**config.mk**
```make
export PLATFORM = sky130hd
export DESIGN_NAME = hazard_unit
export DESIGN_NICKNAME = d
export VERILOG_FILES = /design/src/rtl/hazard_pkg.sv /design/src/rtl/md_stall_fsm.sv /design/src/rtl/hazard_unit.sv
export SDC_FILE = /design/constraint.sdc
export NUM_CORES = 1
export LEC_CHECK = 0
export ABC_CLOCK_PERIOD_IN_PS = 3300
export CAP_MARGIN = 0
export CORE_ASPECT_RATIO = 0.7
export CORE_MARGIN = 2
export CORE_UTILIZATION = 30
export DETAILED_ROUTE_END_ITERATION = 10
export GPL_TIMING_DRIVEN = 0
export PLACE_DENSITY = 0.57
export RECOVER_POWER = 100
export SYNTH_ARGS = -nofsm -noshare
export SYNTH_HDL_FRONTEND = slang
export SYNTH_HIERARCHICAL = 1
export SYNTH_SLANG_ARGS = --single-unit
```
**constraint.sdc**
```tcl
create_clock -name clk -period 3.3 [get_ports clk]
set_clock_uncertainty 0.1 [all_clocks]
set_input_delay 0.495 -clock clk [delete_from_list [all_inputs] [get_ports clk]]
set_output_delay 0.495 -clock clk [all_outputs]
set_load 0.01 [all_outputs]
```
**src/rtl/hazard_pkg.sv**
```systemverilog
// hazard_pkg: shared types for the pipeline hazard unit.
//   fwd_sel_t  - E-stage operand forwarding select encoding
//   md_state_t - mul/div occupancy sequencer states
package hazard_pkg;

    typedef enum logic [1:0] {
        FWD_RF  = 2'b00,
        FWD_WB  = 2'b01,
        FWD_MEM = 2'b10
    } fwd_sel_t;

    typedef enum logic {
        MD_IDLE,
        MD_BUSY
    } md_state_t;

    localparam int MD_CNT_W = 3;

endpackage

```
**src/rtl/md_stall_fsm.sv**
```systemverilog
// md_stall_fsm: holds a multi-cycle mul/div op in E for MD_LATENCY-1 stall cycles.
//   clk      in  clock, rising edge
//   reset    in  asynchronous, active-low reset
//   mdstartE in  mul/div op present in E
//   mdstall  out stall request; forced low while reset is asserted
module md_stall_fsm
    import hazard_pkg::*;
#(
    parameter int MD_LATENCY = 4
) (
    input  logic clk,
    input  logic reset,
    input  logic mdstartE,
    output logic mdstall
);

    md_state_t             state, state_nx;
    logic [MD_CNT_W-1:0]   mdcnt, mdcnt_nx;
    logic                  stall_raw;

    always_ff @(posedge clk or negedge reset) begin
        if (!reset) begin
            state <= MD_IDLE;
            mdcnt <= '0;
        end else begin
            state <= state_nx;
            mdcnt <= mdcnt_nx;
        end
    end

    // The cycle mdstartE is first seen already stalls, so the counter only
    // needs to cover the remaining MD_LATENCY-2 stall cycles.
    always_comb begin
        state_nx  = state;
        mdcnt_nx  = mdcnt;
        stall_raw = 1'b0;
        case (state)
            MD_IDLE: begin
                if (mdstartE) begin
                    state_nx  = MD_BUSY;
                    mdcnt_nx  = MD_CNT_W'(MD_LATENCY - 2);
                    stall_raw = 1'b1;
                end
            end
            MD_BUSY: begin
                if (mdcnt != '0) begin
                    mdcnt_nx  = mdcnt - 1'b1;
                    stall_raw = 1'b1;
                end else begin
                    state_nx = MD_IDLE;
                end
            end
            default: state_nx = MD_IDLE;
        endcase
    end

    // Gating with reset makes mdbusy drop at once, even if mdstartE is still high.
    assign mdstall = stall_raw & reset;

endmodule

```
**src/rtl/hazard_unit.sv**
```systemverilog
// hazard_unit: forwarding selects, stall/flush control and event counters
// for the 5-stage MIPS pipeline.
//   clk, reset                      clock; asynchronous active-low reset
//   rsD, rtD, rsE, rtE              source register specifiers in D and E
//   writeregE/M/W                   destination registers in E, M, W
//   branchD, bneD                   branch in D
//   memtoregE/M, regwriteE/M/W      load / register-write flags per stage
//   mdstartE                        mul/div op in E
//   forwardaD, forwardbD            D comparator operands take aluoutM
//   forwardaE, forwardbE            E operand selects (00 rf, 01 resultW, 10 aluoutM)
//   stallF, stallD, stallE          pipeline register holds
//   flushE, flushM                  bubble insertion
//   mdbusy                          mul/div stall active
//   stall_cnt, flush_cnt            saturating counts of stallD / flushE cycles
module hazard_unit
    import hazard_pkg::*;
#(
    parameter int MD_LATENCY = 4,
    parameter int CNT_W      = 16
) (
    input  logic             clk,
    input  logic             reset,
    input  logic [4:0]       rsD,
    input  logic [4:0]       rtD,
    input  logic [4:0]       rsE,
    input  logic [4:0]       rtE,
    input  logic [4:0]       writeregE,
    input  logic [4:0]       writeregM,
    input  logic [4:0]       writeregW,
    input  logic             branchD,
    input  logic             bneD,
    input  logic             memtoregE,
    input  logic             memtoregM,
    input  logic             regwriteE,
    input  logic             regwriteM,
    input  logic             regwriteW,
    input  logic             mdstartE,
    output logic             forwardaD,
    output logic             forwardbD,
    output logic [1:0]       forwardaE,
    output logic [1:0]       forwardbE,
    output logic             stallF,
    output logic             stallD,
    output logic             stallE,
    output logic             flushE,
    output logic             flushM,
    output logic             mdbusy,
    output logic [CNT_W-1:0] stall_cnt,
    output logic [CNT_W-1:0] flush_cnt
);

    logic lwstall, brstall, mdstall, dep_e, dep_m;

    assign forwardaE = (rsE != '0 && rsE == writeregM && regwriteM) ? FWD_MEM :
                       (rsE != '0 && rsE == writeregW && regwriteW) ? FWD_WB  : FWD_RF;
    assign forwardbE = (rtE != '0 && rtE == writeregM && regwriteM) ? FWD_MEM :
                       (rtE != '0 && rtE == writeregW && regwriteW) ? FWD_WB  : FWD_RF;
    assign forwardaD = rsD != '0 && rsD == writeregM && regwriteM;
    assign forwardbD = rtD != '0 && rtD == writeregM && regwriteM;

    // Branches resolve in D, so a result still in E, or a load still in M,
    // cannot reach the comparator in time.
    assign dep_e   = regwriteE && (writeregE == rsD || writeregE == rtD);
    assign dep_m   = memtoregM && (writeregM == rsD || writeregM == rtD);
    assign lwstall = memtoregE && (rtE == rsD || rtE == rtD);
    assign brstall = (branchD | bneD) && (dep_e || dep_m);

    md_stall_fsm #(.MD_LATENCY(MD_LATENCY)) u_md (
        .clk      (clk),
        .reset    (reset),
        .mdstartE (mdstartE),
        .mdstall  (mdstall)
    );

    assign stallF = lwstall | brstall | mdstall;
    assign stallD = stallF;
    assign stallE = mdstall;
    assign flushM = mdstall;
    assign mdbusy = mdstall;
    // E holds the mul/div op, so it must not be bubbled at the same time.
    assign flushE = (lwstall | brstall) & ~mdstall;

    always_ff @(posedge clk or negedge reset) begin
        if (!reset) begin
            stall_cnt <= '0;
            flush_cnt <= '0;
        end else begin
            if (stallD && !(&stall_cnt)) stall_cnt <= stall_cnt + CNT_W'(1);
            if (flushE && !(&flush_cnt)) flush_cnt <= flush_cnt + CNT_W'(1);
        end
    end

endmodule

```
==> results.toml <==
[power]
ir_drop_v = 0.0002758
power.density_nw_per_um2 = 505.6
p_leak_nw = 1.452

[sta]
period_share = 0.9529
max-slew-margin-rel = 0.4539
fmax_ghz = 0.3180
hold_viol = 0
final-max-slew-violation-count = 0
rsz0062_at_grt = "false"
finalSetupViolCount = 0
tightest_slew_ns = 0.8191
fin_crit_ns = 3.145

[status]
status = "finished, final reports clean"

[die]
start_util = 0.3105
fp-row-count = 27
pin_count = 89
core_um2 = 7905
dieArea_um2 = 8934
fp.dieW_um = 112.1
die_y_um = 79.69

[global_route]
grt_pass1_wl_um = 10760
grtUsageTotal = 0.1496
met3_usage = 0.03265
grt_start_max_net_pins = 38
first_global_vias = 2085
grtUsageMet2 = 0.2271
use_met1 = 0.2253
overflow = 0
top_usage_layer = "met2"
antenna_found_initial = 0

[critical_path]
cp.arrival_ns = 2.55
crit_required_ns = 2.70
crit_path_start_kind = "input pin"
cp-end-kind = "primary output"
cp_max_fo = 5
worstSetupPathType = "in2out"

[logic_synthesis]
syn_nets = 301
synth_edf_count = 0
syn_inst = 252
synthMuxAreaShare = 0.02650
ys_ff_latch = 36
synth-adder-area-share = 0.02039
postSynthAreaPerCell_um2 = 9.741
yosysSeqAreaShare = 0.3670
synth_compound_area_frac = 0.05556
ys.flop_type = "dfrtp_1"
synthSimpleGateAreaFrac = 0.2161
syn_area_um2 = 2455
async_flop_share = 1.000
synth_top_family_by_area = "XOR/XNOR gates"
yosysWarningCount = 6
yosys.area_share.xor_xnor = 0.2747
synth.distinct_cells = 38

[finish]
drive_gt1_frac = 0.07895
nFillCells = 812
post-route-util = 0.4414
multiInputGateArea_um2 = 1436
area.sequential_um2 = 900.9
antenna_cells = 0
fin_nets = 390
syn_to_final_growth_pct = 42.15
stdcell_count = 443

[placed_design]
gp_congestion = 0.7927
placedCellCount = 434
place_hpwl_um = 5037
io_buffer_count = 81

[route]
vias = 2089
drtIter0Drc = 59
drc = 0
wl_per_cell_um = 14.33
drt-vias-per-instance = 4.716
drtPass1Iterations = 4
final_antenna_net_count = 0
drt_wl_total_um = 6347

[clock_network]
clk_latency_ns = 0.27
cts_inserted_buffers = 5
holdBufCountCts = 0
htree_levels = 2
clkSlewWorstSetupHoldPaths_ns = 0.05
ctsLongestPathBuffers = 2
cts_root_buf = "clkbuf_16"
cts_tree = "done"
cts.sinks = 36

[worst_hold_path]
hold_class = "in2async"

[run]
cap_viol_max_count = 0
critical path, cell delays in order:
cell and delay (ns):
dlygate4sd2_1 0.31, xor2_1 0.17, or3b_1 0.39, o22ai_2 0.09
o22ai_1 0.17, a21oi_2 0.32, clkdlybuf4s50_1 0.60
through the flow:
step	setup TNS [ns]	power, mW	instance area [µm²]	hold WS (ns)	setup slack, ns
floorplan	0	1.020	2455	0.09941	0.8142
global placement	-15.02	1.341	3392	0.3623	-1.113
detailed placement	-0.5024	1.351	3387	0.3707	-0.2313
CTS	0	1.838	3542	0.2599	0.006433
global route	0	1.898	3490	0.2908	0.02418
finish	0	1.764	3490	0.2178	0.1554
sequential cells by signal (all words and copies together) (netlist names):
register and flops:
flush_cnt 16, stall_cnt 16, u_md/mdcnt 3, u_md/state 1
logic make-up after synthesis:
| kind of cell | count (synthesis) |
|---|---|
| buffers and inverters | 19 |
| muxes | 6 |
| adders and majority gates | 4 |
| DFF | 36 |
| xor gates and xnor gates | 77 |
| AOI/OAI and AO/OA | 16 |
| and+or+nand+nor | 94 |
cells in the mapped netlist, types with 3 or more instances:
cell type / n / area, µm²
nand2_1: 20 / 75.07
ha_1: 4 / 50.05
nor3_1: 4 / 20.02
buf_4: 3 / 22.52
or4_1: 4 / 30.03
nor4_1: 5 / 31.28
nand4_1: 20 / 125.1
dfrtp_1: 36 / 900.9
nor2_1: 7 / 26.28
inv_1: 6 / 22.52
xnor2_1: 61 / 534.3
and3_1: 9 / 56.30
nand3_1: 12 / 60.06
xor2_1: 16 / 140.1
clkbuf_1: 8 / 30.03
and2_1: 5 / 31.28
mux2_2: 3 / 33.78
area by class of cell:
cell class / instances / share of cell area
Tap cell: 101 / 0.03621
Sequential cell: 36 / 0.2582
Timing Repair Buffer: 82 / 0.2252
Clock buffer: 7 / 0.04087
Multi-Input combinational cell: 197 / 0.4116
Buffer: 13 / 0.01936
Inverter: 6 / 0.006454
Clock inverter: 1 / 0.002151
power breakdown:
group	total, mW	switching [mW]	internal (mW)	leakage [nW]
logic	0.665	0.303	0.363	0.917
registers	0.631	0.0979	0.533	0.466
clock network	0.468	0.168	0.300	0.0701
total	1.76	0.568	1.20	1.45
cell usage in the layout (no fill, tap or decap), drive strengths merged, types with 7 or more instances in the layout:
cell type,n
xnor2,61
dlygate4sd3,40
dfrtp,36
clkdlybuf4s50,25
nand4,20
nand2,20
clkbuf,19
xor2,16
nand3,12
dlygate4sd2,11
and3,9
nor2,7
final timing paths:
path | startpoint | endpoint | slack [ns] | cells past startpoint
min in group clk | u_md/mdcnt[0] | u_md/mdcnt[0] | 0.37 | 1
hold reg to reg | u_md/mdcnt[0] | u_md/mdcnt[0] | 0.37 | 1
max in group asynchronous | reset | stall_cnt[9] | 2.36 | 1
setup / recovery | rsD[2] | flushE | 0.16 | 7
hold / removal | reset | flush_cnt[4] | 0.22 | 1
setup reg to reg | u_md/mdcnt[0] | flush_cnt[4] | 0.54 | 11
routing by layer:
metal,vias up,wire [µm]
met3,2,217
met4,0,4
met2,45,2775
met5,-,0
met1,984,3349
li1,1058,-
what timing repair did:
item                                    CTS  global route
endpoints found under the setup margin    3             3
gates resized for setup                  16             8
buffers inserted                          1             0
pin swaps                                 2             2
(Power assumes the default switching activity.)
